<file path="src/rtl/dsp_mac_pipe.sv">
// Four-stage pipelined multiply-accumulate slice: pre-adder, multiplier and post-adder,
// with NCH time-interleaved accumulators and optional saturation on the result.
module dsp_mac_pipe #(
    parameter  int AW  = 18,
    parameter  int BW  = 18,
    parameter  int PW  = 48,
    parameter  int NCH = 4,
    parameter  int SAT = 1,
    localparam int CW  = $clog2(NCH)
) (
    input  logic          CLK,
    input  logic          RST,
    input  logic          CE,
    input  logic          CLR,
    input  logic          IN_VALID,
    input  logic [CW-1:0] IN_CH,
    input  logic [AW-1:0] A,
    input  logic [BW-1:0] B,
    input  logic [BW-1:0] D,
    input  logic [PW-1:0] C,
    input  logic          USE_PRE,
    input  logic          PRE_SUB,
    input  logic [1:0]    ACC_MODE,
    input  logic          CIN,
    output logic          OUT_VALID,
    output logic [CW-1:0] OUT_CH,
    output logic [PW-1:0] P,
    output logic          OVF
);
    // Valid semantics: IN_VALID marks a sample at every CE-enabled edge, with no backpressure.
    // OUT_VALID stays set while CE is low; a result is consumed at an edge where CE is high.

    logic [AW-1:0] a1_q;
    logic [BW-1:0] b1_q, d1_q;
    logic [PW-1:0] c1_q;
    logic          use_pre1_q, pre_sub1_q, cin1_q, v1_q;
    logic [1:0]    mode1_q;
    logic [CW-1:0] ch1_q;

    logic [BW:0]   s2_d, s2_q, d_x, b_x;
    logic [AW-1:0] a2_q;
    logic [PW-1:0] c2_q;
    logic          cin2_q, v2_q;
    logic [1:0]    mode2_q;
    logic [CW-1:0] ch2_q;

    logic [AW+BW:0] a_x, s_x, prod;
    logic [PW-1:0]  m3_d, m3_q, c3_q;
    logic           cin3_q, v3_q;
    logic [1:0]     mode3_q;
    logic [CW-1:0]  ch3_q;

    logic [PW-1:0] base, p_d, p_q;
    logic [PW:0]   base_x, m_x, cin_x, r;
    logic          ovf_d, ovf_q, out_valid_q;
    logic [CW-1:0] out_ch_q;
    logic [PW-1:0] acc_q [NCH];

    always_comb begin
        d_x  = {d1_q[BW-1], d1_q};
        b_x  = {b1_q[BW-1], b1_q};
        s2_d = b_x;
        if (use_pre1_q) begin
            s2_d = pre_sub1_q ? (d_x - b_x) : (d_x + b_x);
        end
    end

    // Both operands are sign-extended to the full product width, so the truncated
    // unsigned product equals the signed product.
    always_comb begin
        a_x  = {{(BW+1){a2_q[AW-1]}}, a2_q};
        s_x  = {{AW{s2_q[BW]}}, s2_q};
        prod = a_x * s_x;
        m3_d = {{(PW-AW-BW-1){prod[AW+BW]}}, prod};
    end

    always_comb begin
        base = '0;
        case (mode3_q)
            2'b00:        base = c3_q;
            2'b01, 2'b10: base = acc_q[ch3_q];
            default:      base = '0;
        endcase
        base_x = {base[PW-1], base};
        m_x    = {m3_q[PW-1], m3_q};
        cin_x  = {{PW{1'b0}}, cin3_q};
        r      = (mode3_q == 2'b10) ? (base_x - m_x + cin_x) : (base_x + m_x + cin_x);
        ovf_d  = r[PW] ^ r[PW-1];
        p_d    = r[PW-1:0];
        if (ovf_d && (SAT != 0)) begin
            p_d = r[PW] ? {1'b1, {(PW-1){1'b0}}} : {1'b0, {(PW-1){1'b1}}};
        end
    end

    always_ff @(posedge CLK or posedge RST) begin
        if (RST) begin
            a1_q <= '0; b1_q <= '0; d1_q <= '0; c1_q <= '0;
            use_pre1_q <= 1'b0; pre_sub1_q <= 1'b0; cin1_q <= 1'b0; v1_q <= 1'b0;
            mode1_q <= '0; ch1_q <= '0;
            s2_q <= '0; a2_q <= '0; c2_q <= '0; cin2_q <= 1'b0; v2_q <= 1'b0;
            mode2_q <= '0; ch2_q <= '0;
            m3_q <= '0; c3_q <= '0; cin3_q <= 1'b0; v3_q <= 1'b0;
            mode3_q <= '0; ch3_q <= '0;
            p_q <= '0; ovf_q <= 1'b0; out_valid_q <= 1'b0; out_ch_q <= '0;
        end else if (CE) begin
            a1_q <= A; b1_q <= B; d1_q <= D; c1_q <= C;
            use_pre1_q <= USE_PRE; pre_sub1_q <= PRE_SUB; cin1_q <= CIN; v1_q <= IN_VALID;
            mode1_q <= ACC_MODE; ch1_q <= IN_CH;
            s2_q <= s2_d; a2_q <= a1_q; c2_q <= c1_q; cin2_q <= cin1_q; v2_q <= v1_q;
            mode2_q <= mode1_q; ch2_q <= ch1_q;
            m3_q <= m3_d; c3_q <= c2_q; cin3_q <= cin2_q; v3_q <= v2_q;
            mode3_q <= mode2_q; ch3_q <= ch2_q;
            out_valid_q <= v3_q;
            if (v3_q) begin
                p_q      <= p_d;
                ovf_q    <= ovf_d;
                out_ch_q <= ch3_q;
            end
        end
    end

    // CLR acts regardless of CE and overrides a same-edge accumulator write.
    always_ff @(posedge CLK or posedge RST) begin
        if (RST) begin
            for (int i = 0; i < NCH; i++) acc_q[i] <= '0;
        end else if (CLR) begin
            for (int i = 0; i < NCH; i++) acc_q[i] <= '0;
        end else if (CE && v3_q) begin
            acc_q[ch3_q] <= p_d;
        end
    end

    assign P         = p_q;
    assign OVF       = ovf_q;
    assign OUT_VALID = out_valid_q;
    assign OUT_CH    = out_ch_q;
endmodule
</file>
<file path="config.mk">
export PLATFORM = sky130hd
export DESIGN_NAME = dsp_mac_pipe
export DESIGN_NICKNAME = d
export VERILOG_FILES = /design/src/rtl/dsp_mac_pipe.sv
export SDC_FILE = /design/constraint.sdc
export NUM_CORES = 2
export LEC_CHECK = 0
export CAP_MARGIN = 0
export CORE_MARGIN = 1.5
export CORE_UTILIZATION = 55
export CTS_BUF_LIST = sky130_fd_sc_hd__clkbuf_8
export DETAILED_ROUTE_END_ITERATION = 8
export PLACE_DENSITY = 0.73
export SLEW_MARGIN = 20
export SYNTH_ARGS = -nofsm -noshare
export SYNTH_HDL_FRONTEND = slang
export SYNTH_SLANG_ARGS = --single-unit
export TNS_END_PERCENT = 1
</file>
<file path="constraint.sdc">
create_clock -name CLK -period 19.5 [get_ports CLK]
set_input_delay 1.95 -clock CLK [delete_from_list [all_inputs] [get_ports CLK]]
set_output_delay 1.95 -clock CLK [all_outputs]
set_load 0.1 [all_outputs]
</file>
==> key figures <==
Placement
  – Hpwl dp: a little under 80 mm
  – PortBufs: 165
  – GP Congestion: 0.948
  – Post-DP Area: 0.0446 sq mm

Routing
  – Drt first pass iters: 6
  – Wirelength per Cell: 19.9 microns
  – DRC viols: 0
  – First DRT Iteration DRCs: 2,467
  – Via-to-Cell Ratio: 5.80
  – Post-Route WL: 107 mm
  – Total number of vias: 31,000
  – Post-DRT Antenna Nets: 0

Global routing
  – First-pass GRT wire length: around 180 mm
  – Vias in the first global route: 32,400
  – Tot GR Track Use: 0.284
  – Largest net degree at the start of global routing: ~120
  – Antenna violations before repair: 1
  – Grt total ovfl: 0

Clock tree
  – Number of gates resized after CTS: 0
  – Postcts setup bufs: 0
  – Clk slew on worst S/H paths: 0.06 ns
  – # hold bufs at CTS: 0
  – Root Driver: clkbuf_8
  – Clk sink count: between 500 and 600
  – CTS tree: done
  – CTS max path bufs: 3
  – H-tree Lvls: 3
  – Total CTS buffers: 91
  – Skew-Pair Late Insertion Delay: 0.74 ns

Yosys
  – Post-synth top area share: 0.316
  – Top-count cell post-synth: dfrtp_1
  – Yosys cell types: between 90 and 100
  – Sequential-to-total area share from yosys stat: 0.316
  – Syn avg cell area: 10.2 sq um
  – Syn Inst Count: 4,175
  – Area leader, netlist: dfrtp_1
  – Syn Nets: 4,899
  – Post-synth EDFFs: 0
  – Ys flop type: dfrtp_1
  – Mapped Area: 0.0424 sq mm
  – Syn. warnings: 0
  – Fraction of registers with async set/reset: 1.00
  – Synth Register Bits: 536
  – Synth cell count leaders: dfrtp_1 (536), inv_1 (489), nand2_1 (412)
  – Largest cells by area after synthesis: dfrtp_1 (32%), fa_1 (16%), ha_1 (7.7%), mux2_2 (6.3%), inv_1 (4.3%)

Critical path
  – Worst Path Required: ~20 ns
  – Max incr delay on CP: between 0.7 and 0.8 ns
  – Max FO, Critical Path: 20
  – Startpoint types: register
  – Crit path top cell by count: fa_1
  – CP Class: reg2reg
  – Cell depth of the worst setup path: 24
  – Buf+Inv Stages, Crit Path: 5
  – CP Data Arrival Time: 8.05 ns
  – CP max-delay cell: dfrtp_1
  – Worst path top cell family by delay: adder cells
  – Critical-path cell list: nand2_1 > fa_1 > inv_1 > fa_1 > inv_1 > fa_1 > inv_1 > fa_1 > fa_1 > inv_1 > fa_1 > inv_1 > ha_1 > a21oi_1 > o21ai_0 > a2111oi_0 > a21oi_1 > a221oi_1 > o21ai_0 > a211oi_1 > o21ai_0 > a21oi_1 > xor2_1 > mux2i_1
  – Cells on worst reg2reg path: 24
  – CP Capture Type: register

Timing
  – Final min period: 7.51 ns
  – Slew @ Worst Pin: 1.06 ns
  – Final cycle utilization of the critical path: 0.385
  – Highest clock rate: around 130 MHz
  – Hold Violations, Final: 0
  – Final Max Slew Viols: 0
  – Final Setup Violations: 0
  – Hold WS: 0.477 ns
  – Setup Total Neg Slack: 0 ns
  – Rel. slew slack: 0.293
  – Clock skew: 0.0489 ns
  – RSZ-0062 raised after global routing: false

Die
  – Chip width: ~280 microns
  – Core area: around 0.076 sq mm
  – Std cell rows: 101
  – DIE AREA: 0.0788 sq mm
  – Initial Utilization: 0.557
  – I/O pin total: 166
  – DIE HEIGHT: 281 microns

Flow run
  – Maxcap violations: 0

Cells and area
  – Post-layout instance area: 0.0467 sq mm
  – Area Growth Syn to Fin: 10.2%
  – Layout cells sized above 1: 0.127
  – Nets: 4,969

Worst hold path
  – Hold path depth: 2
  – Worst Hold Class: reg2reg

Status
  – Status: finished clean
[layout make-up]
cell class,instances,area [sq um]
Inverter,489,1840
Clock buffer,116,1600
Timing Repair Buffer,198,1920
Tap cell,1030,1290
Clock inverter,50,474
Multi-Input combinational cell,2929,26200
Fill cell,6288,29300
Sequential cell,536,13400
Antenna cell,1,2.50
[worst paths after layout]
kind,from,endpoint,slack [ns]
worst min-delay path,acc_q[106]$_DFFE_PP0P_,acc_q[106]$_DFFE_PP0P_,0.48
max in group asynchronous,RST,P[34]$_DFFE_PP0P_,13.82
worst max-delay path,a2_q[9]$_DFFE_PP0P_,m3_q[34]$_DFFE_PP0P_,11.99
worst min register to register,acc_q[106]$_DFFE_PP0P_,acc_q[106]$_DFFE_PP0P_,0.48
min in group asynchronous,RST,c1_q[10]$_DFFE_PP0P_,1.77
worst max register to register,a2_q[9]$_DFFE_PP0P_,m3_q[34]$_DFFE_PP0P_,11.99
[cells in the final DEF, fill, tap and decap left out, types with 8 or more instances in the layout]
cell,instances
mux2_2,237
or2_2,8
o21ai_2,20
nor2b_1,20
nor3b_1,8
nor4_1,13
or3_1,13
mux2i_1,22
a21oi_1,182
o21a_1,18
clkdlybuf4s50_1,164
a211oi_1,14
xor2_1,46
nand3_1,34
o21ai_0,136
o21bai_1,28
clkinv_2,16
nand4_1,15
and2_1,177
a31oi_1,21
mux4_2,48
and3_1,12
buf_4,30
nor3_1,28
clkbuf_8,116
a21o_1,33
fa_1,349
dfrtp_1,534
a22oi_1,60
nand2_1,411
nor2_1,219
nand2b_1,24
o211ai_1,16
inv_1,506
a22o_1,123
o31ai_1,15
ha_1,258
o21ai_1,82
xnor2_1,105
[cell families after synthesis]
kind of cell / count (synthesis) / share of synthesized area
xor gates and xnor gates: 151 / 0.0312
buffers and inverters: 710 / 0.0672
muxes: 307 / 0.0936
AOI/OAI and AO/OA: 848 / 0.136
and+or+nand+nor: 1013 / 0.114
adders and majority gates: 610 / 0.242
DFF: 536 / 0.316
[layer usage]
metal | routed length [microns] | GRT usage | vias to the layer above
li1 | - | - | 14200
met1 | 47500 | 0.410 | 15600
met2 | 48400 | 0.438 | 1069
met3 | 7920 | 0.0554 | 186
met4 | 2680 | 0.0798 | 0
met5 | 0 | 0 | -
[tightest hold or removal path, stage by stage (launching register included)]
cell	delay (ns)
dfrtp_1	0.34
nand2_1	0.06
o21ai_2	0.05
[flip-flops by register name, indices dropped and copies added (netlist names), 2 cells and up]
signal / count
ch2_q: 2
OUT_CH: 2
d1_q: 18
c1_q: 48
s2_q: 19
b1_q: 18
a2_q: 18
ch3_q: 2
P: 48
m3_q: 37
c2_q: 48
mode3_q: 2
a1_q: 18
c3_q: 48
acc_q: 192
mode1_q: 2
mode2_q: 2
ch1_q: 2
[through the flow]
stage | utilization | instances | setup slack, ns
floorplan | - | 4175 | 2.57
global placement | 0.587 | 5180 | 12.26
detailed placement | 0.587 | 5180 | 12.11
CTS | 0.614 | 5346 | 12.04
global route | 0.614 | 5349 | 11.54
finish | 0.614 | 5349 | 11.99
Power is left out: the tool's default activity adds up to more than one toggle a clock period on the data nets, which glitch-free logic cannot reach.
